## src/rtl/hazard_fwd_unit.sv

```systemverilog
// Hazard detection and operand forwarding for a 5-stage pipeline.
// Tracks ID/EX, EX/MEM and MEM/WB destination info and drives the EX bypass selects, stall and flush.
module hazard_fwd_unit #(
    parameter int REG_ADDR_W = 5,
    parameter int CNT_W      = 32
) (
    input  logic                  clk_i,
    input  logic                  rst_n_i,
    input  logic                  valid_id_i,
    input  logic [REG_ADDR_W-1:0] rs1_id_i,
    input  logic [REG_ADDR_W-1:0] rs2_id_i,
    input  logic [REG_ADDR_W-1:0] rd_id_i,
    input  logic                  regwrite_id_i,
    input  logic                  memread_id_i,
    input  logic                  pc_src_ex_i,
    output logic [1:0]            fwd_a_o,
    output logic [1:0]            fwd_b_o,
    output logic                  stall_o,
    output logic                  flush_o,
    output logic [CNT_W-1:0]      stall_cnt_o,
    output logic [CNT_W-1:0]      flush_cnt_o
);

    localparam logic [1:0] SEL_RF    = 2'b00;
    localparam logic [1:0] SEL_MEMWB = 2'b01;
    localparam logic [1:0] SEL_EXMEM = 2'b10;

    logic                  r_idex_valid;
    logic [REG_ADDR_W-1:0] r_idex_rs1;
    logic [REG_ADDR_W-1:0] r_idex_rs2;
    logic [REG_ADDR_W-1:0] r_idex_rd;
    logic                  r_idex_regwrite;
    logic                  r_idex_memread;

    logic [REG_ADDR_W-1:0] r_exmem_rd;
    logic                  r_exmem_regwrite;
    logic                  r_exmem_memread;

    logic [REG_ADDR_W-1:0] r_memwb_rd;
    logic                  r_memwb_regwrite;

    logic [CNT_W-1:0]      r_stall_cnt;
    logic [CNT_W-1:0]      r_flush_cnt;

    logic                  w_exmem_fwd_ok;
    logic                  w_memwb_fwd_ok;
    logic                  w_load_use;
    logic                  w_flush;
    logic                  w_stall;
    logic                  w_bubble;

    assign w_exmem_fwd_ok = r_exmem_regwrite && (r_exmem_rd != '0);
    assign w_memwb_fwd_ok = r_memwb_regwrite && (r_memwb_rd != '0);

    always_comb begin
        fwd_a_o = SEL_RF;
        fwd_b_o = SEL_RF;
        if (r_idex_valid) begin
            if (w_exmem_fwd_ok && (r_exmem_rd == r_idex_rs1))
                fwd_a_o = SEL_EXMEM;
            else if (w_memwb_fwd_ok && (r_memwb_rd == r_idex_rs1))
                fwd_a_o = SEL_MEMWB;

            if (w_exmem_fwd_ok && (r_exmem_rd == r_idex_rs2))
                fwd_b_o = SEL_EXMEM;
            else if (w_memwb_fwd_ok && (r_memwb_rd == r_idex_rs2))
                fwd_b_o = SEL_MEMWB;
        end
    end

    // Flush is gated by reset so every output is quiet while reset is held.
    assign w_flush    = pc_src_ex_i && rst_n_i;
    assign w_load_use = r_idex_valid && r_idex_memread && (r_idex_rd != '0) && valid_id_i &&
                        ((r_idex_rd == rs1_id_i) || (r_idex_rd == rs2_id_i));
    assign w_stall    = w_load_use && !pc_src_ex_i;
    assign w_bubble   = w_flush || w_stall;

    assign stall_o     = w_stall;
    assign flush_o     = w_flush;
    assign stall_cnt_o = r_stall_cnt;
    assign flush_cnt_o = r_flush_cnt;

    always_ff @(posedge clk_i or negedge rst_n_i) begin
        if (!rst_n_i) begin
            r_idex_valid     <= 1'b0;
            r_idex_rs1       <= '0;
            r_idex_rs2       <= '0;
            r_idex_rd        <= '0;
            r_idex_regwrite  <= 1'b0;
            r_idex_memread   <= 1'b0;
            r_exmem_rd       <= '0;
            r_exmem_regwrite <= 1'b0;
            r_exmem_memread  <= 1'b0;
            r_memwb_rd       <= '0;
            r_memwb_regwrite <= 1'b0;
        end else begin
            r_memwb_rd       <= r_exmem_rd;
            r_memwb_regwrite <= r_exmem_regwrite;
            r_exmem_rd       <= r_idex_rd;
            r_exmem_regwrite <= r_idex_regwrite && r_idex_valid;
            r_exmem_memread  <= r_idex_memread && r_idex_valid;
            if (w_bubble) begin
                r_idex_valid    <= 1'b0;
                r_idex_rs1      <= '0;
                r_idex_rs2      <= '0;
                r_idex_rd       <= '0;
                r_idex_regwrite <= 1'b0;
                r_idex_memread  <= 1'b0;
            end else begin
                r_idex_valid    <= valid_id_i;
                r_idex_rs1      <= rs1_id_i;
                r_idex_rs2      <= rs2_id_i;
                r_idex_rd       <= rd_id_i;
                r_idex_regwrite <= regwrite_id_i;
                r_idex_memread  <= memread_id_i;
            end
        end
    end

    always_ff @(posedge clk_i or negedge rst_n_i) begin
        if (!rst_n_i) begin
            r_stall_cnt <= '0;
            r_flush_cnt <= '0;
        end else begin
            if (w_stall && (r_stall_cnt != '1))
                r_stall_cnt <= r_stall_cnt + CNT_W'(1);
            if (w_flush && (r_flush_cnt != '1))
                r_flush_cnt <= r_flush_cnt + CNT_W'(1);
        end
    end

endmodule

```

## config.mk

```make
export PLATFORM = sky130hd
export DESIGN_NAME = hazard_fwd_unit
export DESIGN_NICKNAME = d
export VERILOG_FILES = /design/src/rtl/hazard_fwd_unit.sv
export SDC_FILE = /design/constraint.sdc
export NUM_CORES = 1
export LEC_CHECK = 0
export ABC_AREA = 1
export ABC_CLOCK_PERIOD_IN_PS = 3950
export CAP_MARGIN = 20
export CORE_ASPECT_RATIO = 1.1
export CORE_MARGIN = 5
export CORE_UTILIZATION = 59
export DETAILED_ROUTE_END_ITERATION = 6
export PLACE_DENSITY = 0.87
export SETUP_SLACK_MARGIN = 0.15
export SYNTH_ARGS = -nofsm -noshare
export SYNTH_HDL_FRONTEND = slang
export SYNTH_SLANG_ARGS = --single-unit
```

## constraint.sdc

```tcl
create_clock -name clk_i -period 3.95 [get_ports clk_i]
set_input_delay 0.79 -clock clk_i [delete_from_list [all_inputs] [get_ports clk_i]]
set_output_delay 0.79 -clock clk_i [all_outputs]
set_load 0.02 [all_outputs]
```

* Word level (Yosys, flattened, before mapping)
Cells that the tools add are included.
Storage, ports and cells: register bits after elaboration 94, bits of input ports 21, output and inout bits 70, word-level logic and storage cells 55
Operators by class: add/sub/neg operators 2, equal/unequal tests 8, multiplexer cells 12, reductions and logical operators 21
Operators by type and width (count):
- $add A32 B1 Y32 const B | 2
- $ne A32 B32 Y1 const B | 2
- $eq A5 B5 Y1 | 6
- $logic_and A1 B1 Y1 | 15
- $mux W5 | 3
- $reduce_bool A5 Y1 | 3
- $mux W2 | 4
- $mux W1 | 5
- $logic_or A1 B1 Y1 | 2
- $logic_not A1 Y1 | 1

* Logic depth before layout (Yosys ltp)
depth after elaboration 7, mapped depth 11, gate-level depth less buffers 10

* Worst setup path after synthesis
Ideal clock, no wire load.
path type in2out, from in rs1_id_i[4], to out stall_o, arrival time 1.622 ns, setup slack 1.538 ns, stages on the path 7, path buffers 1, cells stage by stage inv_1 -> nand2_1 -> nand2_1 -> nor2_1 -> nand3_1 -> a21oi_4 -> buf_4
On the way: cells in the longest elaborated chain, start to end 4
RTL lines:
- from (decl) | line 10 | input logic [REG_ADDR_W-1:0] rs1_id_i,
- $eq A5 B5 Y1 | line 74 | ((r_idex_rd == rs1_id_i) || (r_idex_rd == rs2_id_i));
- $logic_or A1 B1 Y1 | line 74
- $logic_and A1 B1 Y1 | line 73 | assign w_load_use = r_idex_valid && r_idex_memread && (r_idex_rd != '0) && valid_id_i &&
- $logic_and A1 B1 Y1 | line 75 | assign w_stall = w_load_use && !pc_src_ex_i;
- to (decl) | line 18 | output logic stall_o,
Every way passes these cells.

* Worst setup path after layout
from in rs2_id_i[4], to out stall_o
On the way: cells in the longest elaborated chain, start to end 4
RTL lines:
- from (decl) | line 11 | input logic [REG_ADDR_W-1:0] rs2_id_i,
- $eq A5 B5 Y1 | line 74
- $logic_or A1 B1 Y1 | line 74
- $logic_and A1 B1 Y1 | line 73
- $logic_and A1 B1 Y1 | line 75
Every way passes these cells.

==> flow_results.xml <==
<?xml version="1.0" encoding="UTF-8"?>
<metrics>
  <group name="status">
    <metric name="outcome" unit="">finished clean</metric>
  </group>
  <group name="pwr">
    <metric name="p_switching" unit="uW">663</metric>
    <metric name="power.combinational.fraction" unit="">0.171</metric>
    <metric name="power_report.internal_total" unit="mW">1.42</metric>
    <metric name="switching_share" unit="">0.318</metric>
    <metric name="power.clock.fraction" unit="">0.306</metric>
    <metric name="seq_power_share" unit="">0.523</metric>
    <metric name="p_leak" unit="nW">3.18</metric>
    <metric name="power_per_cell_area" unit="mW/mm2">301</metric>
    <metric name="ir_drop" unit="uV">171</metric>
    <metric name="post-layout-total-power" unit="mW">2.09</metric>
  </group>
  <group name="critical_path">
    <metric name="cp_top_delay_family" unit="">buffers and inverters</metric>
    <metric name="setup.worst_path.end_class" unit="">primary output</metric>
    <metric name="max_stage_delay" unit="ps">640</metric>
    <metric name="critical_path.startpoint_type" unit="">input port</metric>
    <metric name="critical_path_peak_fanout" unit="">2</metric>
    <metric name="reg_to_reg_start" unit="">flush_cnt_o[0]</metric>
    <metric name="worst_path_max_delay_cell" unit="">clkdlybuf4s50_1</metric>
    <metric name="worst_ep_required_time" unit="ps">3160</metric>
    <metric name="critical_path.cell_chain" unit="">clkdlybuf4s50_1, inv_1, nand2_1, nand2_1, nor2_1, nand3_1, a21oi_4, clkdlybuf4s50_1</metric>
    <metric name="rrSetupSlack" unit="ps">1660</metric>
    <metric name="timing.setup.critical_path_class" unit="">input port to primary output</metric>
    <metric name="timing.critical_path.from" unit="">rs2_id_i[4]</metric>
    <metric name="crit_buf_inv" unit="">3</metric>
    <metric name="cp.arrival" unit="ps">2580</metric>
  </group>
  <group name="yosys">
    <metric name="synth.distinct_cells" unit="">29</metric>
    <metric name="synth_warnings" unit="">0</metric>
    <metric name="mappedNetlistArea" unit="mm2">0.00578</metric>
    <metric name="synth-seq-area-share" unit="">0.407</metric>
    <metric name="synthFlopType" unit="">dfrtp_1</metric>
    <metric name="synth_edf_count" unit="">0</metric>
    <metric name="yosys_register_bits" unit="">94</metric>
    <metric name="synth_cells" unit="">844</metric>
    <metric name="mappedNetlistNets" unit="">867</metric>
    <metric name="ys_async_sr_fraction" unit="">1.00</metric>
    <metric name="post_synth.cell_area_avg" unit="um2">6.85</metric>
  </group>
  <group name="route">
    <metric name="viasPerCell" unit="">5.21</metric>
    <metric name="routed-via-count" unit="">5492</metric>
    <metric name="routed_wire_length_per_instance" unit="um">13.8</metric>
    <metric name="detail_route.first_pass.iterations" unit="">5</metric>
    <metric name="drc" unit="">0</metric>
    <metric name="antenna_left" unit="">0</metric>
    <metric name="drt_wl_total" unit="mm">14.6</metric>
    <metric name="detail_route.iter0.violations" unit="">255</metric>
  </group>
  <group name="clock_network">
    <metric name="clkLatencyLatePin" unit="ps">370</metric>
    <metric name="cts.hold.buffers_added" unit="">0</metric>
    <metric name="numCtsBuffers" unit="">9</metric>
    <metric name="cts_root_buf" unit="">clkbuf_8</metric>
    <metric name="ctsResizeCount" unit="">0</metric>
    <metric name="tritoncts" unit="">built</metric>
    <metric name="postCtsSetupBuffers" unit="">0</metric>
    <metric name="worst_setup_hold_path_clk_slew" unit="ps">100</metric>
    <metric name="htree_levels" unit="">3</metric>
    <metric name="clock_tree.buffer_depth" unit="">2</metric>
    <metric name="cts_sinks" unit="">94</metric>
  </group>
  <group name="sta">
    <metric name="slew_limit_headroom" unit="">0.460</metric>
    <metric name="tns" unit="ps">0</metric>
    <metric name="timing.clock.skew" unit="ps">12.8</metric>
    <metric name="number_of_failing_setup_endpoints_in_the_final_timing_report" unit="">0</metric>
    <metric name="achievable-frequency" unit="GHz">0.297</metric>
    <metric name="period_needed" unit="ps">3370</metric>
    <metric name="slew_violations" unit="">0</metric>
    <metric name="final.setup.worst_slack" unit="ps">583</metric>
    <metric name="hold_viol_final" unit="">0</metric>
    <metric name="unrepaired_setup_endpoints_after_global_routing" unit="">false</metric>
    <metric name="tightest_slew" unit="ps">810</metric>
    <metric name="layout_worst_path_cycle_share" unit="">0.852</metric>
  </group>
  <group name="floorplanning">
    <metric name="rows" unit="">37</metric>
    <metric name="floorplan.die_area" unit="mm2">0.0119</metric>
    <metric name="design.portCount" unit="">91</metric>
    <metric name="chipWidth" unit="um">104</metric>
    <metric name="initial_core_util" unit="">0.612</metric>
    <metric name="die_h" unit="um">114</metric>
    <metric name="core_region_area" unit="mm2">0.00944</metric>
  </group>
  <group name="final_layout">
    <metric name="num-fill-cells" unit="">793</metric>
    <metric name="drive_above_1_share" unit="">0.0469</metric>
    <metric name="area_delta_synth_final" unit="%">20.0</metric>
    <metric name="final_net_count" unit="">956</metric>
    <metric name="antenna-diode-count" unit="">0</metric>
  </group>
  <group name="global_routing">
    <metric name="gr-usage-met1" unit="">0.331</metric>
    <metric name="via_count_of_the_first_global_routing_pass" unit="">5468</metric>
    <metric name="grt_first_pass_wirelength" unit="mm">25.1</metric>
    <metric name="routing_usage_on_met2" unit="">0.433</metric>
    <metric name="number_of_antenna_violations_at_the_first_check_in_global_routing" unit="">0</metric>
    <metric name="grt.busiest_layer" unit="">met2</metric>
    <metric name="met3_usage" unit="">0.0475</metric>
    <metric name="track_usage" unit="">0.258</metric>
    <metric name="grt_max_degree" unit="">69</metric>
    <metric name="gr-total-overflow" unit="">0</metric>
  </group>
  <group name="job">
    <metric name="max_cap_viol_count" unit="">0</metric>
  </group>
  <group name="placement">
    <metric name="dp_slack" unit="ps">584</metric>
    <metric name="gp_routability_congestion" unit="">0.924</metric>
    <metric name="hpwlAfterDp" unit="mm">11.1</metric>
    <metric name="port_buffers" unit="">90</metric>
  </group>
  <group name="min_path">
    <metric name="hp-class" unit="">input port to async pin</metric>
  </group>
</metrics>
-- metrics by stage --
stage                util  cell area [um2]  hold slack [ps]  cells
floorplan               -             5780              354    844
global placement    0.713             6740              364   1039
detailed placement  0.713             6740              381   1039
CTS                 0.734             6930              318   1055
global route        0.734             6930              326   1055
finish              0.734             6930              322   1055
-- worst paths after layout --
path	cells past startpoint	end
worst max-delay path	8	stall_o
worst min-delay path	1	stall_cnt_o[0]
worst max register to register	10	flush_cnt_o[8]
worst min register to register	0	r_memwb_regwrite
min in group clk_i	0	r_memwb_regwrite
max in group asynchronous	2	r_memwb_rd[2]
-- flip-flops by register name, summed over array words and instances (netlist names) --
signal / count
flush_cnt_o: 32
r_exmem_rd: 5
r_exmem_regwrite: 1
r_idex_memread: 1
r_idex_rd: 5
r_idex_regwrite: 1
r_idex_rs1: 5
r_idex_rs2: 5
r_idex_valid: 1
r_memwb_rd: 5
r_memwb_regwrite: 1
stall_cnt_o: 32
-- power by group through the flow --
stage               Combinational [mW]  Clock (mW)  Sequential (mW)
floorplan                        0.169           0             1.14
global placement                 0.345           0             1.11
detailed placement               0.361           0             1.11
CTS                              0.363       0.646             1.09
global route                     0.396       0.691             1.10
finish                           0.357       0.639             1.09
-- cell usage after synthesis (2+ instances only) --
master	number	area, um2
xnor2_1	24	210
nand3_2	4	40.0
xor2_1	21	184
dfrtp_1	94	2350
inv_1	73	274
nand3b_1	19	143
inv_2	5	18.8
nor2_2	3	18.8
nand2_2	3	18.8
nand2_1	368	1380
ha_1	2	25.0
o21ai_2	6	52.6
buf_2	4	20.0
nor2_1	117	439
nand3_1	36	180
buf_4	7	52.6
o21ai_0	9	45.0
nor3_1	19	95.1
nand4_1	18	113
buf_6	3	33.8
-- kinds of logic (layout without fill, tap and decap cells) --
family	count (synthesis)	after routing	synth area share
adder cells (fa/ha/maj)	2	2	0.00433
buffers and inverters	93	187	0.0697
AO/OA/AOI/OAI	20	20	0.0245
XOR/XNOR	45	45	0.0682
flip-flops	94	94	0.407
AND/OR/NAND/NOR	590	590	0.426
-- cell usage in the layout, fill, tap and decap left out, drive strengths merged --
master | netlist | routed
a211oi | 1 | 1
a21oi | 2 | 2
and2 | 1 | 1
buf | 14 | 4
clkbuf | 1 | 9
clkdlybuf4s50 | 0 | 89
clkinv | 0 | 3
dfrtp | 94 | 94
ha | 2 | 2
inv | 78 | 82
nand2 | 372 | 372
nand3 | 40 | 40
nand3b | 19 | 19
nand4 | 18 | 18
nor2 | 120 | 120
nor3 | 20 | 20
o2111ai | 1 | 1
o21ai | 15 | 15
o22ai | 1 | 1
xnor2 | 24 | 24
xor2 | 21 | 21
-- routing by layer --
metal  routed length (um)  part of all wire
met1                 6330              0.43
met2                 7090              0.49
met3                  747             0.051
met4                  433             0.030
met5                    0                 0
-- worst reg2reg max path, delay by kind of cell (launching register included) --
kind	cells	cell delay (ps)
simple gates	6	950
flops	1	470
buf+inv	2	390
fa+ha+maj	1	300
compound gates	1	60
-- final cells by class --
class	instances	area, um2	area share
clock buffer	9	124	0.0179
clock inverter	7	73.8	0.0106
inverter	78	293	0.0422
multi-input combinational	657	3020	0.436
sequential	94	2350	0.339
tap	117	146	0.0211
timing repair buffer	93	921	0.133
Power figures use the tool's default switching activity.
